### src/rtl/waveform_conditioner.sv
// Tone front end: synchronise, glitch-filter and edge-detect a raw square wave; measure rise-to-rise period and flag silence.
// Latency: waveform_in to waveform_clean is 2+GLITCH_CYCLES cycles; period_valid follows the accepting rise_pulse by one cycle.
// Backpressure: none, this is a free-running stream stage and every output is a level or a one-cycle strobe.
module waveform_conditioner #(
  parameter int GLITCH_CYCLES  = 16,
  parameter int PERIOD_W       = 24,
  parameter int MIN_PERIOD     = 50000,
  parameter int SILENCE_CYCLES = 4000000
) (
  input  logic                clk,
  input  logic                reset,
  input  logic                waveform_in,
  output logic                waveform_clean,
  output logic                rise_pulse,
  output logic                fall_pulse,
  output logic [PERIOD_W-1:0] period_out,
  output logic                period_valid,
  output logic                silent
);

  // Tracking states: IDLE has no reference rise, ARMED has one but no
  // accepted period yet, TRACKING has produced at least one period.
  localparam logic [1:0] ST_IDLE     = 2'd0;
  localparam logic [1:0] ST_ARMED    = 2'd1;
  localparam logic [1:0] ST_TRACKING = 2'd2;

  // Glitch counter is 8 bits wide because GLITCH_CYCLES never exceeds 255.
  localparam logic [7:0]          GC_LAST = 8'(GLITCH_CYCLES - 1);
  localparam logic [PERIOD_W-1:0] MIN_P   = PERIOD_W'(MIN_PERIOD);
  localparam logic [PERIOD_W-1:0] SIL_P   = PERIOD_W'(SILENCE_CYCLES);
  localparam logic [PERIOD_W-1:0] CNT_ONE = PERIOD_W'(1);

  logic                sync1_q, sync1_d;
  logic                sync2_q, sync2_d;
  logic                clean_q, clean_d;
  logic [7:0]          gc_q, gc_d;
  logic                prev_q, prev_d;
  logic                rise, fall;
  logic [1:0]          state_q, state_d;
  logic [PERIOD_W-1:0] cnt_q, cnt_d;
  logic [PERIOD_W-1:0] period_q, period_d;
  logic                pv_q, pv_d;
  logic                silent_q, silent_d;
  logic                long_enough;

  // Two-flop synchroniser; only the second stage is ever looked at.
  always_comb begin
    sync1_d = waveform_in;
    sync2_d = sync1_q;
  end

  // Synchroniser registers.
  always_ff @(posedge clk) begin
    if (!reset) begin
      sync1_q <= 1'b0;
      sync2_q <= 1'b0;
    end else begin
      sync1_q <= sync1_d;
      sync2_q <= sync2_d;
    end
  end

  // Glitch filter: the clean level only follows sync2 after GLITCH_CYCLES
  // consecutive disagreeing samples; any agreeing sample restarts the count.
  always_comb begin
    gc_d    = gc_q;
    clean_d = clean_q;
    if (sync2_q == clean_q) begin
      gc_d = 8'd0;
    end else if (gc_q == GC_LAST) begin
      clean_d = sync2_q;
      gc_d    = 8'd0;
    end else begin
      gc_d = gc_q + 8'd1;
    end
  end

  // Glitch filter registers.
  always_ff @(posedge clk) begin
    if (!reset) begin
      gc_q    <= 8'd0;
      clean_q <= 1'b0;
    end else begin
      gc_q    <= gc_d;
      clean_q <= clean_d;
    end
  end

  // Edge detect against a one-cycle-old copy of the clean level; the two
  // pulses are mutually exclusive because they need opposite clean values.
  always_comb begin
    prev_d = clean_q;
    rise   = clean_q & ~prev_q;
    fall   = ~clean_q & prev_q;
  end

  // Previous-level register for the edge detector.
  always_ff @(posedge clk) begin
    if (!reset) begin
      prev_q <= 1'b0;
    end else begin
      prev_q <= prev_d;
    end
  end

  // A rise closes the current measurement; the period equals cnt_q at that
  // moment because cnt restarts at 1 on the cycle after each rise.
  assign long_enough = (cnt_q >= MIN_P);

  // Period tracker. A rise takes priority over the silence timeout, so a
  // rise landing exactly on SILENCE_CYCLES is still measured and accepted.
  // cnt stops at SILENCE_CYCLES, so it can never wrap.
  always_comb begin
    state_d  = state_q;
    cnt_d    = cnt_q;
    period_d = period_q;
    pv_d     = 1'b0;
    silent_d = silent_q;
    case (state_q)
      ST_IDLE: begin
        silent_d = 1'b1;
        cnt_d    = '0;
        if (rise) begin
          state_d = ST_ARMED;
          cnt_d   = CNT_ONE;
        end
      end
      ST_ARMED, ST_TRACKING: begin
        if (rise) begin
          cnt_d = CNT_ONE;
          if (long_enough) begin
            period_d = cnt_q;
            pv_d     = 1'b1;
            silent_d = 1'b0;
            state_d  = ST_TRACKING;
          end
        end else if (cnt_q == SIL_P) begin
          // Tone lost: keep the last period for debug, no strobe.
          state_d  = ST_IDLE;
          cnt_d    = '0;
          silent_d = 1'b1;
        end else begin
          cnt_d = cnt_q + CNT_ONE;
        end
      end
      default: begin
        state_d  = ST_IDLE;
        cnt_d    = '0;
        silent_d = 1'b1;
      end
    endcase
  end

  // Period tracker registers; reset drops any partial measurement.
  always_ff @(posedge clk) begin
    if (!reset) begin
      state_q  <= ST_IDLE;
      cnt_q    <= '0;
      period_q <= '0;
      pv_q     <= 1'b0;
      silent_q <= 1'b1;
    end else begin
      state_q  <= state_d;
      cnt_q    <= cnt_d;
      period_q <= period_d;
      pv_q     <= pv_d;
      silent_q <= silent_d;
    end
  end

  assign waveform_clean = clean_q;
  assign rise_pulse     = rise;
  assign fall_pulse     = fall;
  assign period_out     = period_q;
  assign period_valid   = pv_q;
  assign silent         = silent_q;

endmodule

### config.mk
export PLATFORM = sky130hd
export DESIGN_NAME = waveform_conditioner
export DESIGN_NICKNAME = d
export VERILOG_FILES = /design/src/rtl/waveform_conditioner.sv
export SDC_FILE = /design/constraint.sdc
export NUM_CORES = 1
export LEC_CHECK = 0
export BUFFER_PORTS_ARGS = -buffer_cell sky130_fd_sc_hd__buf_4
export CAP_MARGIN = 20
export CORE_UTILIZATION = 45
export CTS_BUF_LIST = sky130_fd_sc_hd__clkbuf_4 sky130_fd_sc_hd__clkbuf_8
export CTS_CLUSTER_DIAMETER = 80
export DETAILED_ROUTE_END_ITERATION = 12
export HOLD_SLACK_MARGIN = 0.15
export SLEW_MARGIN = 20
export SYNTH_ARGS = -nofsm -noshare
export SYNTH_HDL_FRONTEND = slang
export SYNTH_SLANG_ARGS = --single-unit
### constraint.sdc
create_clock -name clk -period 1.95 [get_ports clk]
set_input_delay 0.195 -clock clk [delete_from_list [all_inputs] [get_ports clk]]
set_output_delay 0.195 -clock clk [all_outputs]
set_load 0.005 [all_outputs]
### Word-level counts from Yosys, hierarchy flattened

Index checks and enable logic that the tools add are counted.

* add/sub/neg operators: 2
* multipliers: 0
* divide/modulo/power cells: 0
* $lt $le $gt $ge: 1
* equality and inequality tests: 9
* shift-type cells: 0
* muxes and demuxes: 13
* bitwise logic cells: 6
* reductions and logical operators: 10

Operator list (number)
* $mux 24: 2
* $pmux 24 s2: 1
* $add 24x1->24 const B: 1
* $eq 24x22->1 const B: 1
* $ge 24x16->1 const B: 1
* $reduce_and 3->1: 3
* $add 8x1->8 const B: 1
* $eq 8x4->1 const B: 1
* $mux 2: 4
* $ne 3x3->1 const B: 2
* $reduce_and 2->1: 3
* $mux 1: 5
* $not 1->1: 4
* $pmux 2 s2: 1
* $reduce_or 3->1: 1
* $and 1x1->1: 2
* $eq 2x1->1 const B: 1
* $eq 2x2->1 const B: 1
* $logic_not 2->1: 1
* $ne 2x1->1 const B: 1
* $ne 2x2->1 const B: 1
* $reduce_bool 2->1: 1
* $reduce_or 2->1: 1
* $eq 1x1->1: 1

* flip-flop bits (word level): 64
* latch bits: 0
* RAM bits: 0
* ROM bits: 0
* input port bits: 3
* output and inout port bits: 29
* word-level logic and storage cells: 51
* memories: 0

### Depth between registers and ports, before layout

* depth in word-level cells: 4
* depth in mapped cells: 8
* mapped depth without buffers: 7

### Least setup slack after synthesis

Ideal clock, no wire load.

* path type: register to register
* start point: reg cnt_q[7]
* end point: reg period_q[10] (netlist: period_out[10])
* setup time: 0.072 ns
* data arrival time: 1.523 ns
* data required time: 1.878 ns
* path slack: 0.355 ns
* stages on the path, launching flop included: 8
* path buffers: 2
* path through: dfxtp_1 -> buf_2 -> nor3_1 -> nor4_2 -> o31ai_4 -> nor2_8 -> buf_6 -> mux2i_1

* longest elaborated chain between the ends: 2

Ends and longest elaborated chain
* start, declared: RTL line 40 `logic [PERIOD_W-1:0] cnt_q, cnt_d;`
* start signal, assigned: RTL line 164 `cnt_q <= cnt_d;`
* $ge 24x16->1: RTL line 108 `assign long_enough = (cnt_q >= MIN_P);`
* $reduce_and 3->1 (no line)
* end signal, assigned: RTL line 165 `period_q <= period_d;`
* end, declared: RTL line 41 `logic [PERIOD_W-1:0] period_q, period_d;`

Every way passes these cells.
A chain may end at the register's enable or synchronous reset.

### Final worst setup path

* start point: reg cnt_q[4]
* end point: reg state_q[1]

* longest elaborated chain between the ends: 3

Ends and longest elaborated chain
* $ge 24x16->1 or $eq 24x22->1 (tied branches): RTL line 108, 137
* $ne 3x3->1 (no line)
* $reduce_and 3->1 (no line) *
* end signal, assigned: RTL line 163 `state_q <= state_d;`
* end, declared: RTL line 39 `logic [1:0] state_q, state_d;`

Every way passes the cells marked *; elsewhere a longest branch is shown, timed or not.

==> metrics.yaml <==
status: "finished, final reports clean"
rsz0062_at_grt: "false"
setup_violations: 0
path_max_fanout: 5
cp.buffers_inverters: 1
cp.depth: 6
arrival_ns: 2.00
fin_crit_ns: 1.80
max_stage_delay_ns: 0.38
peakVddDrop_mv: 0.411
p_per_area_mw_per_mm2: 704
cts_tree: "built"
grt_max_degree: 25
track_usage: 0.190
grt_pass1_vias: 2069
cp-end-kind: "flip-flop"
hpwl_mm: 3.99
syn_area_per_cell_um2: 8.92
via_count: 2266
hold_viol_final: 0
ys_types: 36
worst_setup_path_start_kind: "flip-flop"
critical_path_class: "reg -> reg"
root_buffer: "clkbuf_8"
r2r_cells: 6
vias_per_cell: 5.05
n_antenna_cell: 0
start_util: 0.471
finalSetupTns_ns: 0
p_leak_uw: 0.00129
grt-ovfl-total: 0
worst_slack_ns: 0.150
io_buffer_count: 31
yosysTopAreaCell: "dfxtp_1"
drt-total-wl_mm: 5.88
layout-drive-gt1-share: 0.211
fin_nets: 378
ios: 32
crit_family: "simple AND/OR/NAND/NOR gates"
synth_cells: 316
nFillCells: 562
drc_errors: 0
clkLatencyLatePin_ns: 0.33
drv_cap: 0
die_width_um: 81.1
slew_headroom: 0.736
h-tree-depth: 3
area_growth_pct: 23.8
crit_slowest_cell: "nor4b_1"
die_h_um: 81.1
synthesis.nets: 324
ys_seq_area_frac: 0.455
clk_pin_slew_ns: 0.07
syn_area_mm2: 0.00282
fin_worst_skew_ns: 0.00925
slew_viol_final: 0
drt_first_pass_iters: 4
die_area_mm2: 0.00658
fmax_ghz: 0.555
drtIter0Drc: 78
synth_top_area_frac: 0.455
numCtsBuffers: 9
worstPathCellList: "buf_4, nor4b_1, and4_1, nand4_1, a31oi_1, o22ai_1"
core_mm2: 0.00599
wl_per_cell_um: 13.1
core.rowCount: 28
synth.area.top_cells: "dfxtp_1 45%, mux2i_1 8.5%, nand2_1 8.4%, nor2_1 5.1%, xor2_1 4.7%"
place.gp.congestion: 0.818
tightest_slew_ns: 0.393
clock_sinks: 64
ant_nets: 0
yosysWarningCount: 0
grt_pass1_wl_mm: 9.37
hold_depth: 3
antenna_found_initial: 0
fin_crit_sh: 0.923
post-route-util: 0.582
min_path_type: "in -> reg"
dp_slack_ns: 0.104
critPathRequiredTime_ns: 2.15
synth-seq-cells: 64
cts.path.max_buffers: 2
## registers in the layout, indices dropped and copies added (netlist names)
name,flops
state_q,2
period_out,24
waveform_clean,1
sync2_q,1
silent,1
cnt_q,24
period_valid,1
gc_q,8
sync1_q,1
prev_q,1
## per-layer routing
layer,GRT usage,up-vias,wire [um]
met5,0,-,0
met4,0.0786,0,70
met3,0.0438,7,197
met2,0.314,44,2870
met1,0.236,1052,2740
li1,-,1163,-
## cell families after synthesis
logic type	after synthesis	synth area share
mux	24	0.0852
buf+inv	22	0.0368
xor+xnor	29	0.0901
compound gates	12	0.0328
simple gates	160	0.278
flops	64	0.455
fa+ha+maj	5	0.0222
## power breakdown
group	internal, uW	switching, uW
Sequential	1310	1.44
Combinational	9.57	22.1
Clock	645	471
Total	1960	494
## final timing paths
kind	startpoint	endpoint	slack, ns
setup / recovery	cnt_q[4]$_SDFF_PN0_	state_q[1]$_SDFFE_PN0P_	0.15
hold reg to reg	sync1_q$_SDFF_PN0_	sync2_q$_SDFF_PN0_	0.44
setup reg to reg	cnt_q[4]$_SDFF_PN0_	state_q[1]$_SDFFE_PN0P_	0.15
hold / removal	reset	period_out[22]$_SDFFE_PN0P_	0.24
## area by class of cell
cell class | instances | area (um^2) | share of cell area
Inverter | 9 | 33.8 | 0.00968
Multi-Input combinational cell | 231 | 1450 | 0.414
Timing Repair Buffer | 55 | 440 | 0.126
Clock inverter | 3 | 42.5 | 0.0122
Clock buffer | 12 | 153 | 0.0437
Tap cell | 75 | 93.8 | 0.0269
Sequential cell | 64 | 1280 | 0.367
## worst register-to-register path: stages (launching register included)
cell and delay, ns:
dfxtp_1 0.31, buf_4 0.15, nor4b_1 0.38, and4_1 0.28
nand4_1 0.16, a31oi_1 0.25, o22ai_1 0.14
## cell usage after synthesis
cell and n:
nand3_1 15, nor2_8 1, nor4_1 3, dfxtp_1 64, buf_2 5, a31oi_1 3
inv_1 9, mux2i_1 24, and3_1 8, nor2_1 38, nor2b_1 2, o21ai_0 1
nand4_1 7, a21boi_0 1, and4_1 3, nor4b_1 1, a21oi_1 2, xnor2_1 14
nor3_1 4, nor3b_1 1, o211ai_1 1, a21o_1 1, a311oi_1 1, clkbuf_1 6
nor4_2 2, nand4_2 1, o31ai_4 1, buf_6 2, and2_1 5, nor3_2 3
nand2b_1 2, o22ai_1 1, nand2_1 63, xor2_1 15, ha_1 5, or4_4 1
## layout by cell type, fill, tap and decap left out, drive strengths merged, types with 2 or more instances in the layout
master  count
clkbuf     12
nor4        5
dfxtp      64
buf        54
nor2       40
nor2b       2
and2        5
a21oi       2
xnor2      14
xor2       15
and3        8
a31oi       3
nand3      15
nand2b      2
nand2      63
ha          5
inv         9
mux2i      24
nor3        7
and4        3
nand4       8
## through the flow
stage	instances	total power, uW	hold slack (ns)	area (um^2)
after floorplan	316	1360	0.322	2820
after global placement	430	1370	0.410	3250
after detailed placement	430	1370	0.407	3250
after CTS	446	2480	0.234	3450
after global routing	449	2550	0.243	3490
final	449	2460	0.239	3490
## repair_timing
| action | 4_1_cts | 5_1_grt |
|---|---|---|
| gates resized for setup | 0 | 0 |
| hold buffers | 1 | 0 |
| setup endpoints to repair | 0 | 25 |
| hold endpoints to repair | 1 | 0 |
| buffers inserted | 0 | 2 |
Note: power is estimated with default switching activity, not from simulation.
